`config.mk`:
```
export PLATFORM = sky130hd
export DESIGN_NAME = counter_7
export DESIGN_NICKNAME = d
export VERILOG_FILES = /design/src/rtl/counter_7_pkg.sv /design/src/rtl/counter_7.sv
export SDC_FILE = /design/constraint.sdc
export NUM_CORES = 1
export LEC_CHECK = 0
export ABC_AREA = 1
export BUFFER_PORTS_ARGS = -buffer_cell sky130_fd_sc_hd__buf_2
export CAP_MARGIN = 20
export CORE_AREA = 2 2 39 41
export CTS_CLUSTER_SIZE = 12
export DETAILED_ROUTE_END_ITERATION = 10
export DIE_AREA = 0 0 41 43
export MAX_ROUTING_LAYER = met4
export PLACE_DENSITY_LB_ADDON = 0.08
export SLEW_MARGIN = 20
export SYNTH_ARGS = -nofsm -noshare
export SYNTH_HDL_FRONTEND = slang
export SYNTH_SLANG_ARGS = --single-unit
```
`constraint.sdc`:
```
create_clock -name clk -period 1.1 [get_ports clk]
set_input_delay 0.055 -clock clk [delete_from_list [all_inputs] [get_ports clk]]
set_output_delay 0.055 -clock clk [all_outputs]
set_load 0.02 [all_outputs]
```
`src/rtl/counter_7_pkg.sv`:
```
// +--------------------------------------------------------------------+
// | counter_7_pkg : timing-divider constants for the microwave control |
// | Revision      : 1.0                                                |
// +--------------------------------------------------------------------+
`default_nettype none

package counter_7_pkg;
  localparam int COUNTER_7_MODULUS = 7;
endpackage

`default_nettype wire

```
`src/rtl/counter_7.sv`:
```
// +--------------------------------------------------------------------+
// | counter_7 : free-running modulo-MODULUS counter, 1-cycle tick      |
// | Revision  : 1.0                                                    |
// +--------------------------------------------------------------------+
`default_nettype none

module counter_7
  import counter_7_pkg::*;
#(
  parameter int MODULUS = COUNTER_7_MODULUS,
  parameter int WIDTH   = $clog2(MODULUS)
) (
  input  logic clk,
  input  logic clr,
  output logic value
);

  localparam logic [WIDTH-1:0] LAST = WIDTH'(MODULUS - 1);

  logic [WIDTH-1:0] count;

  // Compare with >= so counts that should never occur fall back to zero.
  always_ff @(posedge clk) begin
    if (clr) begin
      count <= '0;
    end else if (count >= LAST) begin
      count <= '0;
    end else begin
      count <= count + WIDTH'(1);
    end
  end

  assign value = (count == LAST);

endmodule

`default_nettype wire

```
# Word level (Yosys, flattened, before mapping)
# Index checks and enable logic that the tools add are counted.
[classes]
addsub = 1
eq_ne = 1
order_cmp = 1
n_reduce_logical = 1
[ops]
columns = ["op", "count"]
rows = [
  ["3-bit by 1-bit adder with 3-bit output (second input constant)", 1],
  ["3-bit == test (second input constant)", 1],
  ["3-bit greater-or-equal comparator (second input constant)", 1],
  ["2-bit OR reduction", 1],
]
[word_totals]
output_inout_bits = 1
regBits = 3
wordCells = 5
inputBits = 2

# Longest topological paths before layout
# Gate-level depths: netlist (run 1).
[logic_depth]
ltp_word = 2
ltp_mapped = 5
depth_no_buf = 5

# Least setup slack after synthesis (run 1)
# No wires, ideal clock.
[synth_timing]
kind = "flip-flop to flip-flop"
from = "register count[0]"
to = "register count[0]"
t_required_ps = 1036
slack_ps = 251
synth_period_minus_slack_ps = 849
path_buffers = 0
arrival_ps = 785
setup_time_ps = 64
path_stages_with_launch = 6
path_cell_list = "dfxtp_1 > inv_1 > ha_1 > nand2_1 > nand3_2 > nor2_1"
[synth_between]
elab_chain_cells = 2
word_cells_on_any_way = 3
cone_classes = "add/sub (1); order compare (1); reduce/logical (1)"
[synth_lines]
columns = ["item", "line_no", "text"]
rows = [
  ["start, declared", "counter_7.sv:20", "logic [WIDTH-1:0] count;"],
  ["start signal, assigned", "counter_7.sv:29", "count <= count + WIDTH'(1);"],
  ["3-bit greater-or-equal comparator", "counter_7.sv:26", "end else if (count >= LAST) begin"],
  ["2-bit OR reduction (no source line)", "--", ""],
]
# Parallel ways exist; a longest one is shown, timed or not.
# A chain may end at the register's enable or synchronous reset.

# Worst setup path in the final report (run 1)
# Same ends and word-level chain as after synthesis.

==> metrics.txt, run 1 <==
status finished clean; final WL 261 µm; Crit. End Element flip-flop; DR vias/cell 2.98; # diodes 0; PortBufs 2; register bit total from synthesis 3; final setup fails 0; sw power 84.2 µW; CORE AREA 0.00138 mm²; die area 0.00176 mm²; max-slew violations 0; worst stage delay on the critical path 0.31 ns; CTS Buf Count 3; most frequent CP cell buf_4; Crit-path slowest cell dfxtp_2; Worst-Margin Slew 0.147 ns; Slew HR 90.2%; Max Clk Rate 957 MHz; first-pass GRT wire length 434 µm; Largest Register count; initial antenna violation count 0; Final period util 95.0%; share of cells above drive strength 1 60.7%; synthesized net count 23; Synth Area per Inst 7.70 µm²; Setup Skew 0.00145 ns; Post-Syn Instances 19; First DRT Iteration DRCs 0; DR DRC count 0; Arr. time, crit path 1.17 ns; met2 usage 5.00%; share of the synthesized area in the top cell type 41.0%; gr ovfl total 0; CTS Sinks 3; WS Path Type flip-flop to flip-flop; largest fanout on the critical path 3; total track usage 4.62%; CTS Buffer Depth 2; post-synthesis sequential area ratio 41.0%; starting density of the core 10.6%; DRT Pass-1 Iters 1; pin count of the biggest net entering global routing 5; CP required 1.22 ns; fin crit period 1.04 ns; final hold vios 0; CTS tree yes; # rows 14; total number of vias 131; Area growth syn-to-layout 70.1%; Internal Pwr Total 281 µW; HP Class input pin to flip-flop; combinational share of power 11.9%; post-synthesis cell area 146 µm²; switching fraction of total power 23.1%; Synth area leader dfxtp_1; clock network fraction of design power 52.0%; vias in the first global route 136; CP cell instances inv_2 -> ha_2 -> nand2_2 -> buf_4 -> buf_4 -> nand3_4 -> nor2_2; Final Wtd Congestion 0.543; Worst VDD drop 0.431 mV; Fillers 167; RSZ-0062 raised after global routing false; library cells used by synthesis 7; Die X 41 µm; largest registers count x3; Synth area leaders dfxtp_1 (41%), ha_1 (17%), inv_1 (13%), nand2_1 (13%), nand3_2 (6.8%); latest clock arrival within the worst-skew pair 0.23 ns; htree depth 1; Design Area, Final 249 µm²; Critical Path Source Type flip-flop; Routed WL per cell 5.93 µm; synth warn 0; Routed Antenna Nets 0; dpl cell area 176 µm²; P_leak 0.120 nW; Ports 3; clock transition at the registers of the reported paths 0.04 ns; root buf cell clkbuf_4; Power Density 1470 mW/mm²; die height 43 µm; grt met1 use 3.50%; sequential share of power 36.0%; Largest register FFs 3; grt peak-use layer met4; setup TNS 0 ns; final net count 33; cts hold-fix bufs 0; M3 GR Usage 1.57%; max cap viols 0
cell families (layout without fill, tap and decap cells):
group | Yosys count | count (layout) | synth area share [%]
flip-flops | 3 | 3 | 41.0
AND/OR/NAND/NOR | 9 | 9 | 29.1
adder cells (fa/ha/maj) | 2 | 2 | 17.1
buffers and inverters | 5 | 14 | 12.8
cell type report:
cell class                      instances  area, µm²  area share [%]
Multi-Input combinational cell         11       82.6            33.2
Sequential cell                         3       62.6            25.1
Timing Repair Buffer                    5       38.8            15.6
Clock buffer                            4       26.3            10.6
Tap cell                               16       20.0            8.04
Inverter                                5       18.8            7.54
power by group through the flow:
stage	sequential (mW)	combinational (mW)	clock (mW)
after global placement	0.131	0.0298	0
after CTS	0.129	0.0376	0.205
after floorplan	0.129	0.0237	0
after detailed placement	0.131	0.0299	0
final	0.131	0.0436	0.190
after global routing	0.133	0.0518	0.204
critical path, delay by kind of cell, from the launching register on:
kind / cells / cell delay (ns)
flip-flops: 1 / 0.31
AND/OR/NAND/NOR: 3 / 0.17
buffers and inverters: 3 / 0.30
adder cells (fa/ha/maj): 1 / 0.16
final timing paths:
kind | startpoint | slack, ns | end | cells past startpoint
setup / recovery | count[0]$_SDFF_PP0_ | 0.06 | count[0]$_SDFF_PP0_ | 7
hold / removal | clr | 0.12 | count[1]$_SDFF_PP0_ | 4
setup reg to reg | count[0]$_SDFF_PP0_ | 0.06 | count[0]$_SDFF_PP0_ | 7
hold reg to reg | count[0]$_SDFF_PP0_ | 0.50 | count[0]$_SDFF_PP0_ | 2
metrics by stage:
stage | total power [mW] | utilization (%) | worst slack (ns) | instances | hold WS, ns
floorplan | 0.153 | - | 0.251 | 19 | 0.239
global placement | 0.161 | 12.7 | 0.147 | 37 | 0.359
detailed placement | 0.161 | 12.7 | 0.163 | 37 | 0.355
CTS | 0.372 | 16.8 | 0.00791 | 44 | 0.107
global route | 0.389 | 18.0 | 0.0101 | 44 | 0.142
finish | 0.365 | 18.0 | 0.0552 | 44 | 0.125
Yosys cell counts:
master and count:
ha_1 2, dfxtp_1 3, nand3_2 1, nand2_1 5
inv_1 5, nor2_1 2, nor2_2 1
layout by cell type, fill, tap and decap left out:
cell type / n
nand3_4: 1
nand2_1: 4
nor2_1: 1
inv_2: 2
inv_1: 3
clkbuf_1: 1
dfxtp_1: 1
buf_6: 1
nand2_2: 1
clkbuf_4: 3
buf_2: 1
buf_4: 3
nor2_2: 2
dfxtp_2: 2
ha_2: 1
ha_1: 1
per-layer routing:
layer | vias to the layer above | routed length, µm
li1 | 72 | -
met1 | 56 | 110
met2 | 3 | 136
met3 | 0 | 15
met4 | 0 | 0
met5 | - | 0
repair_timing:
action	4_1_cts	5_1_grt
pin swaps	0	1
buffers inserted	3	0
endpoints found under the setup margin	1	4
resized for setup	3	7
Note: power is estimated with default switching activity, not from simulation.
==> run 2: changes to the inputs <==
--- a/config.mk
+++ b/config.mk
@@ -12,6 +12,7 @@
 export CTS_CLUSTER_SIZE = 12
 export DETAILED_ROUTE_END_ITERATION = 10
 export DIE_AREA = 0 0 41 43
+export GPL_TIMING_DRIVEN = 0
 export MAX_ROUTING_LAYER = met4
 export PLACE_DENSITY_LB_ADDON = 0.08
 export SLEW_MARGIN = 20
==> run 2 against run 1 <==
  * Combinational power down 12%
  * Worst hold slack worse by 0.013 ns
  * Largest cell class unchanged
  * Global-route usage down 0.92 points
  * Clock-buffer cell count unchanged
  * Die area unchanged
  * Final area down 7.0%
==> metrics.txt, run 2 (same netlist as run 1, synthesis figures left out) <==
status finished clean (unchanged); final setup fails 0 (unchanged); Hold Crit Depth 4 (unchanged); R2R Setup Slk 0.16 ns (was 0.06 ns); largest registers count x3 (unchanged); CTS Sinks 3 (unchanged); die area 0.00176 mm² (unchanged); # rows 14 (unchanged); sw power 76.9 µW (was 84.2 µW); Worst VDD drop 0.380 mV (was 0.431 mV); share of cells above drive strength 1 48.1% (was 60.7%); Internal Pwr Total 277 µW (was 281 µW); P_leak 0.118 nW (was 0.120 nW); Routed WL per cell 5.72 µm (was 5.93 µm); starting density of the core 10.6% (unchanged); Crit-path slowest cell dfxtp_2 (unchanged); commonest non-fill, non-tap cell in the layout inv_1 (was nand2_1); Area growth syn-to-layout 58.1% (was 70.1%); htree depth 1 (unchanged); Slew HR 90.2% (about the same); Power Density 1530 mW/mm² (was 1470 mW/mm²); Largest register FFs 3 (unchanged); final hold slack 0.112 ns (was 0.125 ns); # diodes 0 (unchanged); Reg2Reg Depth 6 (was 7); Max Clk Rate 962 MHz (was 957 MHz); die height 43 µm (unchanged); clock network fraction of design power 52.3% (was 52.0%); Final period util 94.5% (was 95.0%); most frequent CP cell inv_1 (was buf_4); Core Util, Final 16.7% (was 18.0%); Crit. End Element output pin (was flip-flop); first-pass GRT wire length 338 µm (was 434 µm); Arr. time, crit path 0.98 ns (was 1.17 ns); setup ws final 0.0601 ns (was 0.0552 ns); vias in the first global route 105 (was 136); initial antenna violation count 0 (unchanged); total track usage 3.70% (was 4.62%); max cap viols 0 (unchanged); final net count 32 (was 33); root buf cell clkbuf_4 (unchanged); latest clock arrival within the worst-skew pair 0.23 ns (about the same); CTS Buf Count 3 (unchanged); Final Wtd Congestion 0.540 (was 0.543); Die X 41 µm (unchanged); Worst-Margin Slew 0.147 ns (about the same); largest fanout on the critical path 2 (was 3); WS Path Type flip-flop to output pin (was flip-flop to flip-flop); total number of vias 130 (was 131); cts hold-fix bufs 0 (unchanged); clock transition at the registers of the reported paths 0.03 ns (was 0.04 ns); commonest cells after routing, fill and taps aside inv_1 (5), nand2_1 (4), clkbuf_4 (3) (was nand2_1 (4), inv_1 (3), clkbuf_4 (3), buf_4 (3)); First DRT Iteration DRCs 0 (unchanged); final WL 246 µm (was 261 µm); Fillers 166 (was 167); Largest Register count (unchanged); CORE AREA 0.00138 mm² (unchanged); sequential share of power 36.9% (was 36.0%); final hold vios 0 (unchanged); switching fraction of total power 21.7% (was 23.1%); Routed Antenna Nets 0 (unchanged); combinational share of power 10.8% (was 11.9%); pin count of the biggest net entering global routing 5 (unchanged); DRT Pass-1 Iters 1 (unchanged); CP required 1.04 ns (was 1.22 ns); fin crit period 1.04 ns (about the same); DR vias/cell 3.02 (was 2.98); Critical Path Source Type flip-flop (unchanged); CP cell instances inv_1 -> ha_2 -> nand2_2 -> inv_1 -> buf_6 (was inv_2 -> ha_2 -> nand2_2 -> buf_4 -> buf_4 -> nand3_4 -> nor2_2); HP Class input pin to flip-flop (unchanged); PortBufs 2 (unchanged); CTS Buffer Depth 2 (unchanged); Ports 3 (unchanged); CTS tree yes (unchanged); DR DRC count 0 (unchanged); Setup Skew 0.00248 ns (was 0.00145 ns); gr ovfl total 0 (unchanged); Placement Setup Slack 0.163 ns (about the same); max-slew violations 0 (unchanged); worst stage delay on the critical path 0.32 ns (was 0.31 ns)
run 2: changes by cell type in the layout (fill, tap and decap cells not counted):
cell and delta:
nand3_2 +1, inv_1 +2, buf_4 -1, nor2_2 -1, nand3_4 -1, nor2_1 +1
inv_2 -2
run 2: cell type report:
class                      count  area [µm²]  share of cell area (%)
timing repair buffer           4        31.3                    13.5
multi-input combinational     11        72.6                    31.4
clock buffer                   4        26.3                    11.4
inverter                       5        18.8                    8.11
tap                           16        20.0                    8.65
sequential                     3        62.6                    27.0
run 2: per-stage QoR:
| step | instance area, µm² | setup TNS (ns) | power [mW] | instances |
|---|---|---|---|---|
| final | 231 | 0 | 0.354 | 43 |
| after global routing | 231 | -0.00199 | 0.386 | 43 |
| after CTS | 221 | 0 | 0.360 | 43 |
| after detailed placement | 176 | 0 | 0.161 | 37 |
| after global placement | 176 | 0 | 0.161 | 37 |
| after floorplan | 146 | 0 | 0.153 | 19 |
run 2: final timing paths:
kind                  startpoint                  end
min reg2reg  count[0]$_SDFF_PP0_  count[0]$_SDFF_PP0_
max reg2reg  count[0]$_SDFF_PP0_  count[0]$_SDFF_PP0_
max          count[0]$_SDFF_PP0_                value
min                          clr  count[2]$_SDFF_PP0_
run 2: what timing repair did:
item,CTS,global route
hold endpoints to repair,0,0
resized for setup,2,4
setup endpoints to repair,1,1
buffers inserted,2,0
gates cloned,0,0
run 2: power by group through the flow:
stage	Clock (mW)	Sequential, mW	Combinational, mW
5_1_grt	0.209	0.132	0.0445
3_5_place_dp	0	0.131	0.0295
6_report	0.185	0.131	0.0382
3_3_place_gp	0	0.131	0.0298
2_1_floorplan	0	0.129	0.0237
4_1_cts	0.194	0.129	0.0362
run 2: critical path: cells and delay by family, from the launching register on:
family	cells	cell delay, ns
buffers and inverters	3	0.21
adder cells (fa/ha/maj)	1	0.17
flip-flops	1	0.32
AND/OR/NAND/NOR	1	0.07
run 2: per-layer routing:
metal  track usage, %  up-vias  wire length [µm]
li1                 -       69                 -
met1             2.88       58               100
met2             3.75        3               118
met3             3.14        0                27
met4             6.00        0                 0
met5                -        -                 0
==> run 3: changes to the inputs <==
--- a/config.mk
+++ b/config.mk
@@ -9,6 +9,7 @@
 export BUFFER_PORTS_ARGS = -buffer_cell sky130_fd_sc_hd__buf_2
 export CAP_MARGIN = 20
 export CORE_AREA = 2 2 39 41
+export CTS_BUF_LIST = sky130_fd_sc_hd__clkbuf_2
 export CTS_CLUSTER_SIZE = 12
 export DETAILED_ROUTE_END_ITERATION = 10
 export DIE_AREA = 0 0 41 43
==> run 3 against run 2 <==
  * Final area shrank 6.5%
  * Sequential share of layout area increased by 1.3 points
  * Largest cell class unchanged
  * Critical path depth did not move
  * Register-to-register slack got worse by 0.02 ns
  * Critical path type unchanged
  * Global-route usage fell by 0.21 points
  * Clock skew rose by 0.00051 ns
==> metrics.txt, run 3 (same netlist as run 1, synthesis figures left out) <==
max-slew violations 0 (unchanged); WS Path Type flip-flop to output pin (unchanged); P_leak 0.114 nW (was 0.118 nW); die height 43 µm (unchanged); CTS Buf Count 3 (unchanged); Largest register FFs 3 (unchanged); Power Density 1430 mW/mm² (was 1530 mW/mm²); first-pass GRT wire length 310 µm (was 338 µm); commonest cells after routing, fill and taps aside inv_1 (5), nand2_1 (4), clkbuf_2 (4) (was inv_1 (5), nand2_1 (4), clkbuf_4 (3)); Final period util 93.4% (was 94.5%); max cap viols 0 (unchanged); final hold vios 0 (unchanged); Area growth syn-to-layout 47.9% (was 58.1%); DRT Pass-1 Iters 1 (unchanged); Largest Register count (unchanged); CTS tree yes (unchanged); setup TNS 0 ns (unchanged); Core Util, Final 15.6% (was 16.7%); most frequent CP cell inv_1 (unchanged); family with the most delay on the worst path flip-flops (unchanged); Crit. End Element output pin (unchanged); DR DRC count 0 (unchanged); R2R Setup Slk 0.14 ns (was 0.16 ns); gr ovfl total 0 (unchanged); Worst-Margin Slew 0.147 ns (about the same); status finished clean (unchanged); CORE AREA 0.00138 mm² (unchanged); CP Depth 5 (unchanged); starting density of the core 10.6% (unchanged); grt peak-use layer met4 (unchanged); RR Startpoint count[0]$_SDFF_PP0_ (unchanged); final setup fails 0 (unchanged); critical path endpoint value (unchanged); RSZ-0062 raised after global routing false; Crit-path slowest cell dfxtp_2 (unchanged); largest registers count x3 (unchanged); Setup Skew 0.00299 ns (was 0.00248 ns); total track usage 3.49% (was 3.70%); Routed WL per cell 5.57 µm (was 5.72 µm); total number of vias 127 (was 130); fin crit period 1.03 ns (was 1.04 ns); met2 usage 3.13% (was 3.75%); grt met1 use 2.88% (unchanged); root buf cell clkbuf_2 (was clkbuf_4); pin count of the biggest net entering global routing 5 (unchanged); htree depth 1 (unchanged); CTS Buffer Depth 2 (unchanged); M3 GR Usage 3.14% (unchanged); commonest non-fill, non-tap cell in the layout inv_1 (unchanged); Arr. time, crit path 0.97 ns (was 0.98 ns); Ports 3 (unchanged); Fillers 163 (was 166); Crit Reg-Reg Endpoint count[0]$_SDFF_PP0_ (unchanged); HP Class input pin to flip-flop (unchanged); largest fanout on the critical path 3 (was 2); clock transition at the registers of the reported paths 0.04 ns (was 0.03 ns); worst setup path startpoint count[0]$_SDFF_PP0_ (unchanged); Final Wtd Congestion 0.540 (unchanged); final WL 234 µm (was 246 µm); # rows 14 (unchanged); First DRT Iteration DRCs 0 (unchanged); CTS Sinks 3 (unchanged); share of cells above drive strength 1 46.2% (was 48.1%); Max Clk Rate 973 MHz (was 962 MHz); final net count 31 (was 32); DR vias/cell 3.02 (about the same); die area 0.00176 mm² (unchanged); vias in the first global route 95 (was 105); Critical Path Source Type flip-flop (unchanged); Reg2Reg Depth 6 (unchanged); CP required 1.04 ns (about the same); latest clock arrival within the worst-skew pair 0.20 ns (was 0.23 ns); Worst VDD drop 0.381 mV (was 0.380 mV); Die X 41 µm (unchanged); initial antenna violation count 0 (unchanged); Buf/Inv on CP 3 (unchanged); CP cell instances inv_1 -> ha_2 -> nand2_2 -> inv_1 -> buf_6 (unchanged); PortBufs 2 (unchanged); Routed Antenna Nets 0 (unchanged); # diodes 0 (unchanged); Slew HR 90.2% (about the same); worst stage delay on the critical path 0.33 ns (was 0.32 ns)
==> run 3: metrics by stage <==
stage          area, µm²  instances  power [mW]  hold WS, ns  setup WS (ns)
5_1_grt              216         42       0.335        0.147        0.00299
3_5_place_dp         176         37       0.161        0.352          0.163
2_1_floorplan        146         19       0.153        0.239          0.251
6_report             216         42       0.310        0.140         0.0727
3_3_place_gp         176         37       0.161        0.358          0.150
4_1_cts              208         42       0.320        0.126        0.00887
==> run 3: how the worst min path moves through the flow <==
stage	depth (start not counted)	slack (ns)	endpoint	startpoint
finish	4	0.14	count[2]$_SDFF_PP0_	clr
global route	4	0.15	count[2]$_SDFF_PP0_	clr
CTS	4	0.13	count[2]$_SDFF_PP0_	clr
detailed placement	4	0.35	count[2]$_SDFF_PP0_	clr
global placement	4	0.36	count[2]$_SDFF_PP0_	clr
floorplan	3	0.24	count[2]$_SDFF_PP0_	clr
==> run 3: tightest hold or removal path: stages <==
cell and delay [ns]:
buf_2 0.07, inv_1 0.04, nand3_2 0.09, nor2_2 0.03
==> run 3: metal layers <==
layer / share of wire (%) / routed length (µm) / vias up
met1: 39 / 91 / 56
li1: - / - / 68
met5: 0 / 0 / -
met2: 49 / 114 / 3
met4: 0 / 0 / 0
met3: 12 / 27 / 0
==> run 3: area by class of cell <==
| type | count | area, µm² | area share (%) |
|---|---|---|---|
| sequential | 3 | 61.3 | 28.3 |
| tap | 16 | 20.0 | 9.25 |
| inverter | 5 | 18.8 | 8.67 |
| timing repair buffer | 3 | 23.8 | 11.0 |
| clock buffer | 4 | 20.0 | 9.25 |
| multi-input combinational | 11 | 72.6 | 33.5 |
==> run 3: where the power goes <==
part / internal (mW) / switching [mW]
clock network: 0.0958 / 0.0510
registers: 0.121 / 0.00921
logic: 0.0158 / 0.0167
total: 0.233 / 0.0769
==> run 3: what timing repair did <==
item,CTS,global route
hold buffers,0,0
setup buffers,1,0
resized for setup,2,3
endpoints found under the hold margin,0,0
endpoints found under the setup margin,1,1
